$ cat src/rtl/sort_floats_seq_pkg.sv
// Shared definitions for the sequential float sorter.
// This package holds the float width, the float type, the sorter FSM states
// and small helpers for classifying IEEE-754 single-precision values.
package sort_floats_seq_pkg;

    localparam int FLEN  = 32;
    localparam int EXP_W = 8;
    localparam int MAN_W = 23;

    typedef logic [FLEN-1:0] float_t;

    typedef enum logic [1:0] {
        IDLE,
        SORT,
        DONE
    } state_t;

    // A value is NaN when the exponent is all ones and the mantissa is non-zero.
    function automatic logic is_nan(input float_t x);
        return (&x[FLEN-2:MAN_W]) && (|x[MAN_W-1:0]);
    endfunction

    // A value is zero when everything except the sign is zero.
    // This makes +0 and -0 compare as equal.
    function automatic logic is_zero(input float_t x);
        return ~|x[FLEN-2:0];
    endfunction

endpackage

$ cat src/rtl/sort_floats_seq_f_less_or_equal.sv
// Combinational IEEE-754 single-precision a <= b comparator.
// If either operand is NaN, err is raised and res is forced low.
// Signed zeros are treated as equal.
module f_less_or_equal
    import sort_floats_seq_pkg::*;
(
    input  float_t a,
    input  float_t b,
    output logic   res,
    output logic   err
);

    logic nan_a;
    logic nan_b;

    assign nan_a = is_nan(a);
    assign nan_b = is_nan(b);

    // Handle zeros and mixed signs first, then compare magnitudes.
    // For negative values the magnitude order is reversed.
    always_comb begin
        err = nan_a | nan_b;
        res = 1'b0;
        if (!err) begin
            if (is_zero(a) && is_zero(b)) begin
                res = 1'b1;
            end else if (a[FLEN-1] != b[FLEN-1]) begin
                res = a[FLEN-1];
            end else if (!a[FLEN-1]) begin
                res = (a[FLEN-2:0] <= b[FLEN-2:0]);
            end else begin
                res = (a[FLEN-2:0] >= b[FLEN-2:0]);
            end
        end
    end

endmodule

$ cat src/rtl/sort_floats_seq.sv
// Sequential ascending sorter for N floats.
// A whole vector is loaded in a single handshake. It is then bubble-sorted in
// place, using one shared comparator and one compare per cycle. The result is
// presented on a valid/ready port. A NaN aborts the sort and raises down_err.
module sort_floats_seq
    import sort_floats_seq_pkg::*;
#(
    parameter int N          = 4,
    parameter int EARLY_EXIT = 1
) (
    input  logic                       clk,
    input  logic                       rst,
    input  logic                       up_valid,
    output logic                       up_ready,
    input  logic [0:N-1][FLEN-1:0]     up_data,
    output logic                       down_valid,
    input  logic                       down_ready,
    output logic [0:N-1][FLEN-1:0]     down_data,
    output logic                       down_err
);

    localparam int            CW   = $clog2(N-1) + 1;
    localparam logic [CW-1:0] LAST = CW'(N-2);

    state_t                   state;
    logic [0:N-1][FLEN-1:0]   data_buf;
    logic [CW-1:0]            j;
    logic [CW-1:0]            pass;
    logic                     swapped;

    float_t                   cmp_a;
    float_t                   cmp_b;
    logic                     cmp_res;
    logic                     cmp_err;
    logic                     do_swap;
    logic                     pass_swapped;

    // The buffer is the result register. Because it resets to zero,
    // down_data also reads zero during reset.
    assign down_data = data_buf;

    // Select the adjacent pair at index j and index j+1 as comparator operands.
    always_comb begin
        cmp_a = data_buf[0];
        cmp_b = data_buf[1];
        for (int i = 0; i < N-1; i++) begin
            if (j == CW'(i)) begin
                cmp_a = data_buf[i];
                cmp_b = data_buf[i+1];
            end
        end
    end

    f_less_or_equal u_cmp (
        .a   (cmp_a),
        .b   (cmp_b),
        .res (cmp_res),
        .err (cmp_err)
    );

    // Swap only when the pair is strictly out of order, so equal values keep
    // their original order (the sort is stable). pass_swapped includes a swap
    // made on the current cycle, so the last compare of a pass counts toward
    // the early-exit decision.
    assign do_swap      = ~cmp_res;
    assign pass_swapped = swapped | do_swap;

    // Controller: handles load, one compare/swap step per cycle in SORT,
    // and holds the result in DONE until the consumer takes it.
    always_ff @(posedge clk or posedge rst) begin
        if (rst) begin
            state      <= IDLE;
            data_buf   <= '0;
            j          <= '0;
            pass       <= '0;
            swapped    <= 1'b0;
            up_ready   <= 1'b0;
            down_valid <= 1'b0;
            down_err   <= 1'b0;
        end else begin
            case (state)
                IDLE: begin
                    up_ready <= 1'b1;
                    if (up_valid && up_ready) begin
                        data_buf <= up_data;
                        j        <= '0;
                        pass     <= '0;
                        swapped  <= 1'b0;
                        up_ready <= 1'b0;
                        state    <= SORT;
                    end
                end

                SORT: begin
                    if (cmp_err) begin
                        down_err   <= 1'b1;
                        down_valid <= 1'b1;
                        state      <= DONE;
                    end else begin
                        if (do_swap) begin
                            for (int i = 0; i < N-1; i++) begin
                                if (j == CW'(i)) begin
                                    data_buf[i]   <= cmp_b;
                                    data_buf[i+1] <= cmp_a;
                                end
                            end
                        end
                        if (j == LAST) begin
                            if ((pass == LAST) || ((EARLY_EXIT != 0) && !pass_swapped)) begin
                                down_valid <= 1'b1;
                                state      <= DONE;
                            end else begin
                                pass    <= pass + 1'b1;
                                j       <= '0;
                                swapped <= 1'b0;
                            end
                        end else begin
                            j       <= j + 1'b1;
                            swapped <= pass_swapped;
                        end
                    end
                end

                DONE: begin
                    if (down_ready) begin
                        down_valid <= 1'b0;
                        down_err   <= 1'b0;
                        up_ready   <= 1'b1;
                        state      <= IDLE;
                    end
                end

                default: begin
                    state <= IDLE;
                end
            endcase
        end
    end

endmodule

$ cat config.mk
export PLATFORM = sky130hd
export DESIGN_NAME = sort_floats_seq
export DESIGN_NICKNAME = d
export VERILOG_FILES = /design/src/rtl/sort_floats_seq_pkg.sv /design/src/rtl/sort_floats_seq_f_less_or_equal.sv /design/src/rtl/sort_floats_seq.sv
export SDC_FILE = /design/constraint.sdc
export NUM_CORES = 1
export LEC_CHECK = 0
export CORE_MARGIN = 2
export CORE_UTILIZATION = 45
export CTS_CLUSTER_DIAMETER = 30
export DETAILED_ROUTE_END_ITERATION = 10
export PLACE_DENSITY = 0.86
export SLEW_MARGIN = 5
export SYNTH_ARGS = -nofsm -noshare
export SYNTH_HDL_FRONTEND = slang
export SYNTH_HIERARCHICAL = 1
export SYNTH_SLANG_ARGS = --single-unit
export TNS_END_PERCENT = 1
$ cat constraint.sdc
create_clock -name clk -period 13.1 [get_ports clk]
set_clock_uncertainty 0.1 [all_clocks]
set_input_delay 2.62 -clock clk [delete_from_list [all_inputs] [get_ports clk]]
set_output_delay 2.62 -clock clk [all_outputs]
set_load 0.02 [all_outputs]
==> qor.yml <==
clock_tree:
  clk_latency_ps: 430
  htreeDepth: 4
  ctsHoldBuffers: 0
  path_clk_slew_ps: 60
  cts-root-buf: "clkbuf_16"
  cts_num_sinks: 140
  cts_buffers: 17
  cts_tree: "yes"
  clockBufferDepth: 2
  cts_resized: 0
  post_cts_buffers: 0
job:
  drv_cap: 0
final_layout:
  finish.utilization_pct: 61.4
  syn_to_final_growth_pct: 34.6
  nNetsFinal: 1504
  final_cells: 1629
  drive_above_1_share_pct: 5.84
worst_hold_path:
  min_to: "pass[2]$_DFFE_PP0P_"
  holdPathStages: 1
  hold_class: "reg2reg"
  hold_start: "pass[2]$_DFFE_PP0P_"
timing:
  setup_violations: 0
  max-slew-margin-rel_pct: 25.0
  grt_setup_unrepaired: "false"
  fin_crit_ps: 7510
  fmaxAchievable_mhz: 133
  fin_crit_sh_pct: 57.3
  finalSetupTns_ps: 0
  finalHoldViolCount: 0
  slew_violations: 0
  worst_pin_slew_ps: 1120
setup_path:
  rr_worst_depth: 16
  arrival_ps: 7710
  r2r-start: "j[2]$_DFFE_PP0P_"
  crit_path_frequent_cell: "a21oi_1"
  cp_cell_sequence: "or3b_2 > buf_4 > nor2_1 > a21oi_1 > inv_1 > ha_1 > a21oi_1 > o21ai_0 > a221oi_1 > nand3_1 > mux2i_1 > a211oi_2 > nor4b_2 > or2_2 > nand3_2 > o221ai_1"
  worst-setup-path-type: "reg2reg"
  max_stage_delay_ps: 1030
  rrSetupSlack_ps: 5590
  r2r_end: "down_data[70]$_DFFE_PP0P_"
  start_kind: "register"
  endpoint_kind: "register"
  cp_data_required_time_ps: 13300
  slowest_stage: "dfrtp_1"
  critPathMaxFanout: 44
synthesis:
  ys.flop_type: "dfrtp_1"
  yosysUniqueCellTypes: 56
  synth.largest_area_cell: "dfrtp_1"
  syn_nets: 1308
  synth_top_area_share_pct: 36.7
  synth_seq_area_share_pct: 36.7
  synthesis.area_sq_um: 9560
  synth-async-reset-ratio_pct: 100
  synth_area_per_cell_sq_um: 8.36
  netlist_instances: 1143
  synth_seq_cells: 140
  synthTopCellsByArea: "dfrtp_1 (37%), nand2_1 (7.3%), a221o_1 (6.7%)"
  synth_edf_count: 0
  ys_warn_count: 6
placement:
  portBuffers: 262
  dp_cells: 1595
  hpwl_microns: 23400
  routabilityCongestion: 0.924
route:
  vias: 10400
  drtIter0Drc: 1020
  wl_microns: 34900
  antenna_left: 0
  drt_pass1_iterations: 6
  wl_per_cell_microns: 21.5
  via_per_inst: 6.37
  post-route-drc-count: 0
global_route:
  antenna_found_initial: 2
  grt_max_degree: 73
  grt_overflow: 0
  first_global_vias: 10200
  grt_pass1_wl_microns: 54600
  grt.total_usage_pct: 30.9
status:
  status: "finished, final reports clean"
power:
  power.total_w: 0.00447
  power.density_nw_per_um2: 348
  p_leak_nw: 5.26
  ir_drop_mv: 0.177
floorplan:
  dieArea_sq_um: 22400
  top_level_ports: 263
  die_x_microns: 150
  die_y_microns: 150
  rows: 53
  initial_core_util_pct: 45.6
  fp.coreArea_sq_um: 21000
-- sequential cells by signal, summed over array words and instances, names as in the netlist --
signal,count
up_ready,1
state,2
pass,3
down_data,128
down_valid,1
j,3
down_err,1
swapped,1
-- layout by cell type (no fill, tap or decap), drive strengths merged, types with 11 or more instances in the layout --
master         instances
o221ai                32
ha                    33
clkbuf                25
nand4                 15
nor3b                 36
a2bb2oi               33
buf                   17
a221o                 64
nand2                185
o22ai                 42
a21oi                117
nand3                 11
mux2i                 34
inv                   37
nor2                 101
o21ai                 75
dfrtp                140
clkdlybuf4s50        262
a31oi                 15
nor4                  19
-- per-layer routing --
layer	vias up	part of all wire [%]	track usage, %
li1	4651	-	-
met1	5062	41	39.8
met2	584	48	51.4
met3	83	9.0	6.40
met4	0	2.6	11.6
met5	-	0	0
-- power breakdown --
| group | switching (W) | total (W) | internal (W) |
|---|---|---|---|
| clock network | 0.000183 | 0.000492 | 0.000309 |
| logic | 0.00177 | 0.00299 | 0.00121 |
| registers | 0.000348 | 0.000996 | 0.000648 |
-- kinds of logic (layout without fill, tap and decap cells) --
| family | Yosys count | after routing | synth area share, % |
|---|---|---|---|
| AOI/OAI and AO/OA | 408 | 408 | 30.1 |
| and+or+nand+nor | 387 | 387 | 19.0 |
| DFF | 140 | 140 | 36.7 |
| buffers and inverters | 139 | 348 | 6.22 |
| muxes | 34 | 34 | 3.56 |
| adders and majority gates | 33 | 33 | 4.32 |
| xor gates and xnor gates | 2 | 2 | 0.183 |
| other | 0 | 2 | 0 |
-- stage by stage --
stage                     worst slack (ps)  hold slack (ps)  area [sq um]
after floorplan                       6630              349          9560
after global placement                6130              372         12300
after detailed placement              5710              399         12300
after CTS                             5680              407         12900
after global routing                  5110              457         12900
final                                 5590              406         12900
-- worst max-delay path: cells and delay by family (launching register included) --
family | cells | cell delay [ps]
and+or+nand+nor | 6 | 3300
AOI/OAI and AO/OA | 6 | 1780
DFF | 1 | 1030
buffers and inverters | 2 | 640
adders and majority gates | 1 | 320
muxes | 1 | 180
-- cell type report --
type	count	area (sq um)
well taps	275	344
clock buffers	25	475
inverters	37	144
fillers	1762	8100
flip-flops and latches	140	3510
multi-input cells	864	5520
clock inverters	7	113
diodes	2	5.00
repair buffers	279	2750
-- worst max path at each step --
stage	cells after the start	start	to	slack [ps]
after floorplan	1	rst	down_data[0]$_DFFE_PP0P_	6630
after global placement	15	j[2]$_DFFE_PP0P_	down_data[87]$_DFFE_PP0P_	6130
after detailed placement	16	j[2]$_DFFE_PP0P_	down_data[70]$_DFFE_PP0P_	5710
after CTS	16	j[2]$_DFFE_PP0P_	down_data[70]$_DFFE_PP0P_	5680
after global routing	16	j[2]$_DFFE_PP0P_	down_data[87]$_DFFE_PP0P_	5110
final	16	j[2]$_DFFE_PP0P_	down_data[70]$_DFFE_PP0P_	5590
-- synth_stat cells, types with 14 or more instances --
cell,number
nand2_1,185
dfrtp_1,140
a21oi_1,116
nor2_1,100
a221o_1,64
o21ai_0,64
clkbuf_1,58
o22ai_1,42
inv_1,37
mux2i_1,34
nor3b_1,34
ha_1,33
o221ai_1,32
buf_2,28
a2bb2oi_1,23
a31oi_1,15
nand4_1,14
nor4_1,14
No activity file was read; power rests on OpenSTA's default activity.
